===== src/rtl/cpu_pkg.sv =====
// Shared definitions for the mini-CPU sequencer: opcodes, FSM states, IR fields.
package cpu_pkg;

  localparam logic [3:0] OP_LOAD      = 4'b0000;
  localparam logic [3:0] OP_ALU_FIRST = 4'b0001;
  localparam logic [3:0] OP_ALU_LAST  = 4'b0110;
  localparam logic [3:0] OP_JMP       = 4'b0111;
  localparam logic [3:0] OP_BRN       = 4'b1000;
  localparam logic [3:0] OP_BRZ       = 4'b1001;
  localparam logic [3:0] OP_HALT      = 4'b1111;

  // Instruction word field positions
  localparam int unsigned OPC_MSB = 15;
  localparam int unsigned OPC_LSB = 12;
  localparam int unsigned RD_MSB  = 11;
  localparam int unsigned RD_LSB  = 8;
  localparam int unsigned RS1_MSB = 7;
  localparam int unsigned RS1_LSB = 4;
  localparam int unsigned RS2_MSB = 3;
  localparam int unsigned RS2_LSB = 0;

  typedef enum logic [2:0] {
    S_IDLE,
    S_FETCH,
    S_DECODE,
    S_EXECUTE,
    S_WRITEBACK,
    S_HALT
  } state_e;

  function automatic logic is_alu_op(input logic [3:0] op);
    return (op >= OP_ALU_FIRST) && (op <= OP_ALU_LAST);
  endfunction

endpackage


===== src/rtl/instr_decode.sv =====
// Combinational instruction classifier: IR in, instruction class and RF write target out.
module instr_decode
  import cpu_pkg::*;
(
  input  logic [15:0] ir,
  output logic        is_alu,
  output logic        is_load,
  output logic        is_jmp,
  output logic        is_brn,
  output logic        is_brz,
  output logic        is_halt,
  output logic [3:0]  waddr,
  output logic        writes_rf
);

  logic [3:0] opcode;

  assign opcode = ir[OPC_MSB:OPC_LSB];

  // Classify the opcode and pick the destination register
  always_comb begin
    is_alu    = is_alu_op(opcode);
    is_load   = (opcode == OP_LOAD);
    is_jmp    = (opcode == OP_JMP);
    is_brn    = (opcode == OP_BRN);
    is_brz    = (opcode == OP_BRZ);
    is_halt   = (opcode == OP_HALT);
    writes_rf = is_alu || is_load;
    waddr     = is_alu ? ir[RD_MSB:RD_LSB] : 4'h0;
  end

endmodule


===== src/rtl/exec_sequencer.sv =====
// Multi-cycle control FSM around the Execute stage: fetch, decode, execute,
// writeback; owns PC, IR, N/Z flags and the retired-instruction counter.
module exec_sequencer
  import cpu_pkg::*;
#(
  parameter int unsigned     PC_W     = 12,
  parameter logic [PC_W-1:0] RESET_PC = '0,
  parameter int unsigned     CNT_W    = 16
) (
  input  logic             clk,
  input  logic             reset,
  input  logic             run,
  output logic             imem_req,
  output logic [PC_W-1:0]  imem_addr,
  input  logic             imem_ack,
  input  logic [15:0]      imem_rdata,
  output logic [3:0]       ex_opcode,
  output logic [11:0]      ex_operand,
  input  logic [15:0]      ex_result,
  input  logic             ex_n,
  input  logic             ex_z,
  output logic [3:0]       rf_raddr1,
  output logic [3:0]       rf_raddr2,
  output logic [3:0]       rf_waddr,
  output logic [15:0]      rf_wdata,
  output logic             rf_we,
  output logic             flag_n,
  output logic             flag_z,
  output logic             halted,
  output logic [CNT_W-1:0] retired
);

  state_e           state_q, state_d;
  logic [PC_W-1:0]  pc_q, pc_d;
  logic [15:0]      ir_q, ir_d;
  logic             flag_n_q, flag_n_d;
  logic             flag_z_q, flag_z_d;
  logic [15:0]      wdata_q, wdata_d;
  logic [CNT_W-1:0] retired_q, retired_d;
  logic             imem_req_q, imem_req_d;
  logic             rf_we_q, rf_we_d;
  logic             halted_q, halted_d;
  logic             retire;

  logic       dec_is_alu, dec_is_load, dec_is_jmp, dec_is_brn, dec_is_brz, dec_is_halt;
  logic       dec_writes_rf;
  logic [3:0] dec_waddr;

  instr_decode u_decode (
    .ir        (ir_q),
    .is_alu    (dec_is_alu),
    .is_load   (dec_is_load),
    .is_jmp    (dec_is_jmp),
    .is_brn    (dec_is_brn),
    .is_brz    (dec_is_brz),
    .is_halt   (dec_is_halt),
    .waddr     (dec_waddr),
    .writes_rf (dec_writes_rf)
  );

  // Next-state, PC/IR/flag/counter updates; strobes derive from the next state
  // so they register alongside it.
  always_comb begin
    state_d   = state_q;
    pc_d      = pc_q;
    ir_d      = ir_q;
    flag_n_d  = flag_n_q;
    flag_z_d  = flag_z_q;
    wdata_d   = wdata_q;
    retired_d = retired_q;
    retire    = 1'b0;

    case (state_q)
      S_IDLE: begin
        if (run) state_d = S_FETCH;
      end
      S_FETCH: begin
        if (imem_ack) begin
          ir_d    = imem_rdata;
          pc_d    = pc_q + PC_W'(1);
          state_d = S_DECODE;
        end
      end
      S_DECODE: begin
        state_d = S_EXECUTE;
      end
      S_EXECUTE: begin
        wdata_d = ex_result;
        if (dec_is_alu) begin
          flag_n_d = ex_n;
          flag_z_d = ex_z;
          state_d  = S_WRITEBACK;
        end else if (dec_is_load) begin
          state_d = S_WRITEBACK;
        end else if (dec_is_halt) begin
          retire  = 1'b1;
          state_d = S_HALT;
        end else begin
          retire = 1'b1;
          if (dec_is_jmp || (dec_is_brn && flag_n_q) || (dec_is_brz && flag_z_q))
            pc_d = ir_q[PC_W-1:0];
          state_d = run ? S_FETCH : S_IDLE;
        end
      end
      S_WRITEBACK: begin
        retire  = 1'b1;
        state_d = run ? S_FETCH : S_IDLE;
      end
      S_HALT: begin
        state_d = S_HALT;
      end
      default: state_d = S_IDLE;
    endcase

    if (retire && (retired_q != '1))
      retired_d = retired_q + CNT_W'(1);

    imem_req_d = (state_d == S_FETCH);
    rf_we_d    = (state_d == S_WRITEBACK) && dec_writes_rf;
    halted_d   = (state_d == S_HALT);
  end

  // Sequencer state and registered outputs
  always_ff @(posedge clk or posedge reset) begin
    if (reset) begin
      state_q    <= S_IDLE;
      pc_q       <= RESET_PC;
      ir_q       <= '0;
      flag_n_q   <= 1'b0;
      flag_z_q   <= 1'b0;
      wdata_q    <= '0;
      retired_q  <= '0;
      imem_req_q <= 1'b0;
      rf_we_q    <= 1'b0;
      halted_q   <= 1'b0;
    end else begin
      state_q    <= state_d;
      pc_q       <= pc_d;
      ir_q       <= ir_d;
      flag_n_q   <= flag_n_d;
      flag_z_q   <= flag_z_d;
      wdata_q    <= wdata_d;
      retired_q  <= retired_d;
      imem_req_q <= imem_req_d;
      rf_we_q    <= rf_we_d;
      halted_q   <= halted_d;
    end
  end

  assign imem_req   = imem_req_q;
  assign imem_addr  = pc_q;
  assign ex_opcode  = ir_q[OPC_MSB:OPC_LSB];
  assign ex_operand = ir_q[RD_MSB:RS2_LSB];
  assign rf_raddr1  = ir_q[RS1_MSB:RS1_LSB];
  assign rf_raddr2  = ir_q[RS2_MSB:RS2_LSB];
  assign rf_waddr   = dec_waddr;
  assign rf_wdata   = wdata_q;
  assign rf_we      = rf_we_q;
  assign flag_n     = flag_n_q;
  assign flag_z     = flag_z_q;
  assign halted     = halted_q;
  assign retired    = retired_q;

endmodule


===== config.mk =====
export PLATFORM = sky130hd
export DESIGN_NAME = exec_sequencer
export DESIGN_NICKNAME = d
export VERILOG_FILES = /design/src/rtl/cpu_pkg.sv /design/src/rtl/instr_decode.sv /design/src/rtl/exec_sequencer.sv
export SDC_FILE = /design/constraint.sdc
export NUM_CORES = 1
export LEC_CHECK = 0
export ABC_AREA = 1
export ABC_CLOCK_PERIOD_IN_PS = 2050
export CELL_PAD_IN_SITES_DETAIL_PLACEMENT = 1
export CELL_PAD_IN_SITES_GLOBAL_PLACEMENT = 1
export CORE_MARGIN = 10
export CORE_UTILIZATION = 30
export CTS_BUF_LIST = sky130_fd_sc_hd__clkbuf_4
export CTS_CLUSTER_SIZE = 25
export DETAILED_ROUTE_END_ITERATION = 7
export PLACE_DENSITY = 0.75
export SLEW_MARGIN = 20
export SYNTH_ARGS = -nofsm -noshare
export SYNTH_HDL_FRONTEND = slang
export SYNTH_HIERARCHICAL = 1
export SYNTH_SLANG_ARGS = --single-unit

===== constraint.sdc =====
create_clock -name clk -period 2.05 [get_ports clk]
set_input_delay 0.41 -clock clk [delete_from_list [all_inputs] [get_ports clk]]
set_output_delay 0.41 -clock clk [all_outputs]
set_load 0.005 [all_outputs]

==> run_results.csv, run 1 <==
group,metric,value,unit
outcome,status,"finished clean",
sta,drv_slew,0,
grt,grt_max_degree,69,
placed_design,dpl.hpwl,8960,um
floorplanning,io_pins,115,
logic_synthesis,synth_warnings,6,
route,wl_per_cell,15.3,um
sta,fin_skew,0.0204,ns
route,drt_iter0_drc,156,
grt,gr-usage-all-layers,14.6,%
grt,grt_pass1_vias,3801,
power,power.density,1270,nW/um2
worst_setup_path,worstPathArrival,1.52,ns
clock_tree,htreeDepth,3,
worst_setup_path,endpoint_kind,"output pin",
final_layout,nets,647,
clock_tree,numCtsBuffers,9,
worst_setup_path,reg2reg_from,"ir_q[13]$_DFFE_PP0P_",
route,num_vias,3533,
logic_synthesis,post_synth_and_or_nand_nor_area_fraction,37.1,%
clock_tree,cts.clk_slew.worst_paths,0.11,ns
sta,finalHoldViolations,0,
route,drcViolationCount,0,
grt,grt-ovfl-total,0,
worst_setup_path,crit_type,"flop to output pin",
power,p_total,6.38,mW
placed_design,port_buffers,114,
min_path,min_path_type,"input pin to async pin",
clock_tree,cts_tree,"built",
clock_tree,cts.sinks,68,
floorplanning,die_h,129,um
worst_setup_path,worstReg2RegEnd,"imem_addr[5]$_DFFE_PP0P_",
route,routed_wl,11600,um
sta,setup_viol,0,
placed_design,place_ws,0.126,ns
placed_design,place_area,4860,um2
logic_synthesis,synthFlopType,"dfrtp_1",
logic_synthesis,synthMuxAreaShare,0.627,%
sta,slew_headroom,67.6,%
worst_setup_path,startpoint_type,"flop",
clock_tree,clkLatencyLatePin,0.44,ns
logic_synthesis,synth_edf_count,0,
logic_synthesis,yosysSeqAreaShare,47.4,%
logic_synthesis,synth_fa_ha_area_share,0.697,%
logic_synthesis,ys_types,29,
logic_synthesis,synth_nets,526,
floorplanning,fp-row-count,39,
final_layout,syn2layout_area_growth,39.9,%
logic_synthesis,synth_cells,486,
sta,setup_tns,0,ns
sta,setup_ws,0.123,ns
placed_design,gp_congestion,0.801,
route,first_pass_iters,6,
clock_tree,ctsLongestPathBuffers,2,
job,drv_cap,0,
floorplanning,die_w,129,um
worst_setup_path,r2r_slack,0.24,ns
final_layout,fillCellCount,1446,
route,ant_nets,0,
logic_synthesis,synth-xor-area-share,3.41,%
clock_tree,cts-root-buf,"clkbuf_4",
route,vias_per_cell,4.67,
logic_synthesis,synth_top_family_by_area,"simple AND/OR/NAND/NOR gates",
clock_tree,cts_hold_buf,0,
grt,antenna_found_initial,1,
worst_setup_path,r2r_cells,13,
grt,grt_pass1_wl,19500,um
power,cellLeakagePower,2.44,nW
floorplanning,die-area,16700,um2
final_layout,final_cell_mix,"nand2_1 (232), clkdlybuf4s50_1 (110), dfrtp_1 (68)",
sta,finalCritPeriodShare,94.0,%
logic_synthesis,ys_seq_elements,68,
power,vdd_drop_max,0.559,mV
logic_synthesis,synth.avg_cell_area,7.39,um2
worst_setup_path,critical_path_required,1.64,ns
final_layout,drive_gt1_share,8.01,%
sta,rsz0062_at_grt,"false",
sta,max_freq,0.519,GHz
final_layout,layout_commonest_cell,"nand2_1",
floorplanning,coreArea,11600,um2
final_layout,fin_area,5020,um2
sta,fin_crit,1.93,ns
worst_setup_path,path_max_fanout,5,
logic_synthesis,syn_area,3590,um2
logic_synthesis,synth_compound_area_share,2.65,%
logic_synthesis,async_flop_share,100,%
sta,tightest_slew,0.484,ns
floorplanning,initial_core_util,31.1,%
[metrics by stage]
stage          hold WS, ns  instances  util, %
2_1_floorplan        0.472        486        -
3_3_place_gp         0.462        733     42.0
3_5_place_dp         0.468        733     42.0
4_1_cts              0.412        752     43.2
5_1_grt              0.444        756     43.4
6_report             0.421        756     43.4
[flip-flops by register name, summed over array words and instances (netlist names)]
name       flops
rf_we          1
state_q        3
flag_z         1
ir_q          16
flag_n         1
rf_wdata      16
imem_addr     12
retired       16
imem_req       1
halted         1
[critical path, cell delays in order, from the launching register on]
cell and delay (ns):
dfrtp_1 0.44, nor2_2 0.15, nand2_2 0.10, nand3_4 0.10, nor2_1 0.05, dlygate4sd2_1 0.26
[power breakdown]
part	leakage (nW)	total, mW	internal, mW	switching [mW]
clock network	0.0638	0.761	0.277	0.483
registers	0.873	2.34	1.84	0.503
logic	1.50	3.27	1.65	1.62
total	2.44	6.38	3.77	2.61
[worst max path at each step]
| stage | start | end | slack [ns] | cells after the start |
|---|---|---|---|---|
| 2_1_floorplan | retired[0]$_DFFE_PP0P_ | retired[10]$_DFFE_PP0P_ | 0.48 | 9 |
| 3_3_place_gp | retired[0]$_DFFE_PP0P_ | retired[11]$_DFFE_PP0P_ | 0.25 | 8 |
| 3_5_place_dp | retired[0]$_DFFE_PP0P_ | retired[15]$_DFFE_PP0P_ | 0.13 | 8 |
| 4_1_cts | ir_q[13]$_DFFE_PP0P_ | rf_waddr[3] | 0.05 | 5 |
| 5_1_grt | ir_q[12]$_DFFE_PP0P_ | rf_waddr[1] | 0.006 | 5 |
| 6_report | ir_q[13]$_DFFE_PP0P_ | rf_waddr[2] | 0.12 | 5 |
[synthesized netlist by cell type, drive strengths merged, types with 5 or more instances]
cell type,instances,area share [%]
inv,43,4.6
buf,16,3.4
nor2,46,5.4
xnor2,9,2.2
nand4,7,1.2
dfrtp,68,47
xor2,5,1.2
nand3,30,4.5
nand2,236,25
o21ai,13,2.2
[cell type report]
class	instances	area (um2)	area share, %
Sequential cell	68	1700	33.9
Clock buffer	12	90.1	1.79
Antenna cell	1	2.50	0.0498
Timing Repair Buffer	128	1260	25.0
Multi-Input combinational cell	357	1610	32.1
Tap cell	143	179	3.56
Clock inverter	4	16.3	0.324
Inverter	43	168	3.34
[routing by layer]
metal | vias to the layer above | GRT usage, % | wire [um]
met5 | - | 0 | 0
met4 | 0 | 5.69 | 191
met3 | 11 | 4.16 | 719
met2 | 73 | 25.8 | 5920
met1 | 1716 | 16.2 | 4770
li1 | 1733 | - | -
[what timing repair did]
action / CTS / global route
gates cloned: 0 / 0
setup buffers: 3 / 3
resized for setup: 6 / 3
pin swaps: 0 / 1
setup endpoints to repair: 4 / 17
[cells by family (layout without fill, tap and decap cells)]
group | count (synthesis) | count (layout)
AO/OA/AOI/OAI | 15 | 15
XOR/XNOR | 14 | 14
adder cells (fa/ha/maj) | 2 | 2
buffers and inverters | 61 | 187
flip-flops | 68 | 68
multiplexers | 2 | 2
other | 0 | 1
AND/OR/NAND/NOR | 324 | 324
No activity file was read; power rests on OpenSTA's default activity.
==> inputs of run 2 (changes only) <==
--- a/config.mk
+++ b/config.mk
@@ -6,15 +6,16 @@
 export NUM_CORES = 1
 export LEC_CHECK = 0
 export ABC_AREA = 1
-export ABC_CLOCK_PERIOD_IN_PS = 2050
+export ABC_CLOCK_PERIOD_IN_PS = 2350
 export CELL_PAD_IN_SITES_DETAIL_PLACEMENT = 1
 export CELL_PAD_IN_SITES_GLOBAL_PLACEMENT = 1
 export CORE_MARGIN = 10
-export CORE_UTILIZATION = 30
+export CORE_UTILIZATION = 36
 export CTS_BUF_LIST = sky130_fd_sc_hd__clkbuf_4
 export CTS_CLUSTER_SIZE = 25
 export DETAILED_ROUTE_END_ITERATION = 7
-export PLACE_DENSITY = 0.75
+export PLACE_DENSITY = 0.85
+export SKIP_LAST_GASP = 1
 export SLEW_MARGIN = 20
 export SYNTH_ARGS = -nofsm -noshare
 export SYNTH_HDL_FRONTEND = slang
==> constraint.sdc (replaced) <==
create_clock -name clk -period 2.35 [get_ports clk]
set_input_delay 0.47 -clock clk [delete_from_list [all_inputs] [get_ports clk]]
set_output_delay 0.47 -clock clk [all_outputs]
set_load 0.005 [all_outputs]
==> run 2 against run 1 <==
Hold slack got worse by 0.010 ns. Flip-flop and latch count did not move. Setup slack got worse by 0.00089 ns. Total power fell by 12%. Count of clock-buffer cells in the layout fell by 1. Critical path depth did not move. First-iteration DRC count rose by 7.1%. Global-route usage rose by 1.9 points. Clock power rose by 0.7%. Combinational power fell by 15%. Die area fell by 14%.
==> run_results.csv, run 2 (same netlist as run 1, synthesis figures left out) <==
group,metric,value,unit
floorplanning,initial_core_util,36.9,%
grt,gr-usage-all-layers,16.5,%
final_layout,seq_area,1700,um2
worst_setup_path,r2r_cells,8,
sta,finalCritPeriodShare,94.8,%
sta,setup_tns,0,ns
route,drcViolationCount,0,
worst_setup_path,max_stage_delay,0.53,ns
placed_design,place_inst,720,
floorplanning,fp-row-count,36,
outcome,status,"finished clean",
route,drt_iter0_drc,167,
grt,grt_pass1_wl,19300,um
worst_setup_path,crit_type,"flop to output pin",
sta,fin_skew,0.0218,ns
clock_tree,cts.clk_slew.worst_paths,0.12,ns
job,drv_cap,0,
min_path,min_path_type,"input pin to async pin",
floorplanning,io_pins,115,
grt,grt-ovfl-total,0,
final_layout,fillCellCount,1259,
final_layout,final_cell_count_no_fill,739,
sta,setup_viol,0,
power,vdd_drop_max,0.509,mV
sta,hold_slack,0.411,ns
route,routed_wl,11400,um
placed_design,dpl.hpwl,8900,um
clock_tree,ctsLongestPathBuffers,2,
sta,slew_headroom,62.4,%
grt,grt_pass1_vias,3798,
clock_tree,htreeDepth,3,
sta,max_freq,0.449,GHz
worst_setup_path,reg2reg_from,"retired[0]$_DFFE_PP0P_",
power,power.density,1130,nW/um2
final_layout,multiInputGateArea,1600,um2
power,p_total,5.61,mW
sta,fin_crit,2.23,ns
worst_setup_path,worstReg2RegEnd,"retired[12]$_DFFE_PP0P_",
worst_setup_path,critical_path_required,1.88,ns
grt,antenna_found_initial,1,
worst_setup_path,endpoint_kind,"output pin",
clock_tree,clkLatencyLatePin,0.42,ns
final_layout,layout_commonest_cell,"nand2_1",
placed_design,gp_congestion,0.879,
floorplanning,die-area,14400,um2
final_layout,final_cell_mix,"nand2_1 (232), clkdlybuf4s50_1 (114), dfrtp_1 (67)",
route,vias_per_cell,4.67,
route,wl_per_cell,15.4,um
clock_tree,cts_tree,"built",
sta,drv_slew,0,
route,ant_nets,0,
final_layout,nets,640,
worst_setup_path,crit_slowest_cell,"clkdlybuf4s50_1",
worst_setup_path,critPathTopFamily,"buffers and inverters",
worst_setup_path,startpoint_type,"flop",
clock_tree,cts.sinks,68,
worst_setup_path,r2r_slack,0.43,ns
route,first_pass_iters,4,
floorplanning,die_w,120,um
grt,grt_max_degree,37,
final_layout,syn2layout_area_growth,38.6,%
sta,tightest_slew,0.563,ns
worst_setup_path,timing.critical_path.mode_cell,"nor2_1",
worst_setup_path,worstPathArrival,1.76,ns
clock_tree,numCtsBuffers,9,
sta,finalHoldViolations,0,
final_layout,drive_gt1_share,7.44,%
worst_setup_path,worstPathCellList,"nor2_1, nand2_2, nand3_2, nor2_1, clkdlybuf4s50_1",
floorplanning,die_h,120,um
worst_setup_path,path_max_fanout,5,
floorplanning,coreArea,9730,um2
route,num_vias,3454,
clock_tree,cts-root-buf,"clkbuf_4",
placed_design,port_buffers,114,
power,cellLeakagePower,2.41,nW
worst_setup_path,cp_num_buf_inv,1,
run 2: layout make-up:
| class | count | share of cell area, % |
|---|---|---|
| sequential | 68 | 34.2 |
| multi-input combinational | 357 | 32.2 |
| timing repair buffer | 121 | 24.2 |
| tap | 133 | 3.34 |
| inverter | 43 | 3.29 |
| clock buffer | 11 | 1.66 |
| clock inverter | 5 | 1.06 |
| antenna | 1 | 0.0503 |
run 2: worst max-delay path by stage:
stage	startpoint	end	slack, ns	depth (start not counted)
6_report	ir_q[13]$_DFFE_PP0P_	rf_waddr[3]	0.12	5
5_1_grt	ir_q[13]$_DFFE_PP0P_	rf_waddr[3]	-0.01	5
4_1_cts	ir_q[15]$_DFFE_PP0P_	rf_waddr[3]	0.02	4
3_5_place_dp	retired[0]$_DFFE_PP0P_	retired[12]$_DFFE_PP0P_	0.45	8
3_3_place_gp	ir_q[14]$_DFFE_PP0P_	rf_waddr[1]	0.56	4
2_1_floorplan	reset	flag_n$_DFFE_PP0P_	0.17	1
run 2: metal layers:
| layer | global-route usage [%] | vias up | routed length [um] | part of all wire, % |
|---|---|---|---|---|
| met5 | 0 | - | 0 | 0 |
| met4 | 6.64 | 0 | 183 | 1.6 |
| met3 | 3.94 | 13 | 463 | 4.1 |
| met2 | 28.8 | 63 | 5790 | 51 |
| met1 | 19.0 | 1665 | 4940 | 43 |
| li1 | - | 1713 | - | - |
run 2: per-stage QoR:
| step | instance area, um2 | worst slack (ns) | util [%] |
|---|---|---|---|
| after CTS | 4950 | 0.0184 | 50.9 |
| final | 4980 | 0.122 | 51.2 |
| after global routing | 4980 | -0.0123 | 51.2 |
| after floorplan | 3590 | 0.168 | - |
| after global placement | 4820 | 0.561 | 49.5 |
| after detailed placement | 4820 | 0.448 | 49.5 |
run 2: timing repair:
action	in CTS	in global routing
endpoints found under the setup margin	0	4
hold buffers	0	0
resized for setup	0	3
setup buffers	0	2
run 2: report_power, final:
| part | switching (mW) | total (mW) | leakage (nW) | internal (mW) |
|---|---|---|---|---|
| sequential | 0.459 | 2.07 | 0.872 | 1.61 |
| clock | 0.422 | 0.766 | 0.0783 | 0.344 |
| combinational | 1.38 | 2.78 | 1.46 | 1.40 |
==> inputs of run 3 (changes only) <==
--- a/config.mk
+++ b/config.mk
@@ -6,15 +6,16 @@
 export NUM_CORES = 1
 export LEC_CHECK = 0
 export ABC_AREA = 1
-export ABC_CLOCK_PERIOD_IN_PS = 2350
+export ABC_CLOCK_PERIOD_IN_PS = 2400
 export CELL_PAD_IN_SITES_DETAIL_PLACEMENT = 1
 export CELL_PAD_IN_SITES_GLOBAL_PLACEMENT = 1
+export CORE_ASPECT_RATIO = 1.1
 export CORE_MARGIN = 10
-export CORE_UTILIZATION = 36
+export CORE_UTILIZATION = 34
 export CTS_BUF_LIST = sky130_fd_sc_hd__clkbuf_4
 export CTS_CLUSTER_SIZE = 25
 export DETAILED_ROUTE_END_ITERATION = 7
-export PLACE_DENSITY = 0.85
+export PLACE_DENSITY = 0.81
 export SKIP_LAST_GASP = 1
 export SLEW_MARGIN = 20
 export SYNTH_ARGS = -nofsm -noshare
==> constraint.sdc (replaced) <==
create_clock -name clk -period 2.4 [get_ports clk]
set_input_delay 0.48 -clock clk [delete_from_list [all_inputs] [get_ports clk]]
set_output_delay 0.48 -clock clk [all_outputs]
set_load 0.005 [all_outputs]
==> run 3 against run 2 <==
Clock power down 7.6%. Total power shrank 2.6%. Clock skew decreased by 0.0081 ns.
==> run_results.csv, run 3 (same netlist as run 1, synthesis figures left out) <==
group,metric,value,unit
clock_tree,cts_tree,"built",
worst_setup_path,cp_num_buf_inv,1,
clock_tree,ctsLongestPathBuffers,2,
clock_tree,cts_resized,0,
sta,drv_slew,0,
sta,finalCritPeriodShare,94.4,%
grt,grt_pass1_wl,18400,um
worst_setup_path,endpoint_kind,"output pin",
sta,rsz0062_at_grt,"false",
floorplanning,die_w,118,um
power,vdd_drop_max,0.446,mV
sta,finalHoldViolations,0,
worst_setup_path,r2r_slack,0.53,ns
sta,max_freq,0.442,GHz
worst_setup_path,max_stage_delay,0.52,ns
floorplanning,die-area,15100,um2
worst_setup_path,path_max_fanout,5,
final_layout,syn2layout_area_growth,38.2,%
sta,tightest_slew,0.469,ns
grt,antenna_found_initial,0,
route,ant_nets,0,
clock_tree,numCtsBuffers,9,
final_layout,final_cell_mix,"nand2_1 (232), clkdlybuf4s50_1 (114), dfrtp_1 (68)",
clock_tree,cts_setup_buffers,0,
final_layout,antenna_cells,0,
placed_design,gp_congestion,0.845,
final_layout,fin_area,4960,um2
power,cellLeakagePower,2.39,nW
sta,setup_viol,0,
clock_tree,clkLatencyLatePin,0.41,ns
placed_design,dpl.hpwl,8800,um
route,num_vias,3483,
min_path,min_path_type,"input pin to async pin",
job,drv_cap,0,
route,drt_iter0_drc,102,
floorplanning,io_pins,115,
outcome,status,"finished clean",
clock_tree,cts.clk_slew.worst_paths,0.11,ns
clock_tree,htreeDepth,3,
grt,grt_pass1_vias,3653,
worst_setup_path,worstPathArrival,1.78,ns
sta,fin_skew,0.0137,ns
power,power.density,1100,nW/um2
final_layout,layout_commonest_cell,"nand2_1",
final_layout,fillCellCount,1318,
placed_design,port_buffers,114,
worst_setup_path,crit_type,"flop to output pin",
grt,gr-usage-all-layers,14.9,%
final_layout,drive_gt1_share,6.32,%
worst_setup_path,critPathTopFamily,"buffers and inverters",
sta,slew_headroom,68.6,%
sta,setup_tns,0,ns
route,wl_per_cell,15.4,um
clock_tree,cts.sinks,68,
route,drcViolationCount,0,
grt,grt-ovfl-total,0,
grt,grt_max_degree,69,
floorplanning,die_h,128,um
worst_setup_path,crit_slowest_cell,"clkdlybuf4s50_1",
clock_tree,cts-root-buf,"clkbuf_4",
route,routed_wl,11500,um
worst_setup_path,timing.critical_path.mode_cell,"nor2_1",
route,first_pass_iters,4,
route,vias_per_cell,4.68,
worst_setup_path,worstPathCellList,"nor2_1, nand2_2, nand3_4, nor2_1, clkdlybuf4s50_1",
floorplanning,coreArea,10300,um2
floorplanning,initial_core_util,34.7,%
final_layout,nets,638,
placed_design,place_area,4830,um2
sta,fin_crit,2.26,ns
clock_tree,cts_hold_buf,0,
worst_setup_path,startpoint_type,"flop",
worst_setup_path,critical_path_required,1.92,ns
floorplanning,fp-row-count,39,
-- run 3: routing by layer --
layer | routed length (um) | part of all wire [%] | GRT usage, % | vias up
li1 | - | - | - | 1706
met1 | 4600 | 40 | 15.9 | 1695
met2 | 6140 | 53 | 27.5 | 66
met3 | 513 | 4.5 | 4.19 | 16
met4 | 225 | 2.0 | 5.24 | 0
met5 | 0 | 0 | 0 | -
-- run 3: worst min-delay path, cell delays in order --
cell and delay, ns:
clkdlybuf4s50_1 0.42, inv_2 0.08, buf_12 0.30
-- run 3: area by class of cell --
cell class,count,area (um2),share of cell area [%]
Clock inverter,4,42.5,0.857
Sequential cell,68,1700,34.3
Inverter,43,164,3.30
Timing Repair Buffer,119,1190,24.0
Multi-Input combinational cell,357,1610,32.4
Clock buffer,10,75.1,1.51
Tap cell,143,179,3.61
-- run 3: power by group --
group | switching [mW] | total (mW) | leakage (nW) | internal, mW
Combinational | 1.38 | 2.75 | 1.45 | 1.37
Clock | 0.397 | 0.708 | 0.0672 | 0.311
Sequential | 0.440 | 2.01 | 0.873 | 1.57
Total | 2.22 | 5.47 | 2.39 | 3.25
-- run 3: worst paths after layout --
check / from / cells past startpoint / to
setup / recovery: ir_q[14]$_DFFE_PP0P_ / 5 / rf_waddr[0]
hold reg to reg: rf_wdata[9]$_DFFE_PP0P_ / 2 / rf_wdata[9]$_DFFE_PP0P_
max in group asynchronous: reset / 3 / rf_we$_DFF_PP0_
hold / removal: reset / 3 / rf_wdata[15]$_DFFE_PP0P_
min in group clk: rf_wdata[9]$_DFFE_PP0P_ / 2 / rf_wdata[9]$_DFFE_PP0P_
setup reg to reg: ir_q[13]$_DFFE_PP0P_ / 10 / retired[0]$_DFFE_PP0P_
-- run 3: stage by stage --
| stage | hold WS (ns) | power, mW | setup WS, ns | std cells | util, % |
|---|---|---|---|---|---|
| after global placement | 0.463 | 4.69 | 0.578 | 730 | 46.7 |
| after global routing | 0.469 | 5.95 | 0.0274 | 744 | 48.0 |
| after detailed placement | 0.466 | 4.83 | 0.491 | 730 | 46.7 |
| final | 0.444 | 5.47 | 0.135 | 744 | 48.0 |
| after floorplan | 0.472 | 3.38 | 0.208 | 486 | - |
| after CTS | 0.464 | 5.56 | 0.0138 | 744 | 47.8 |
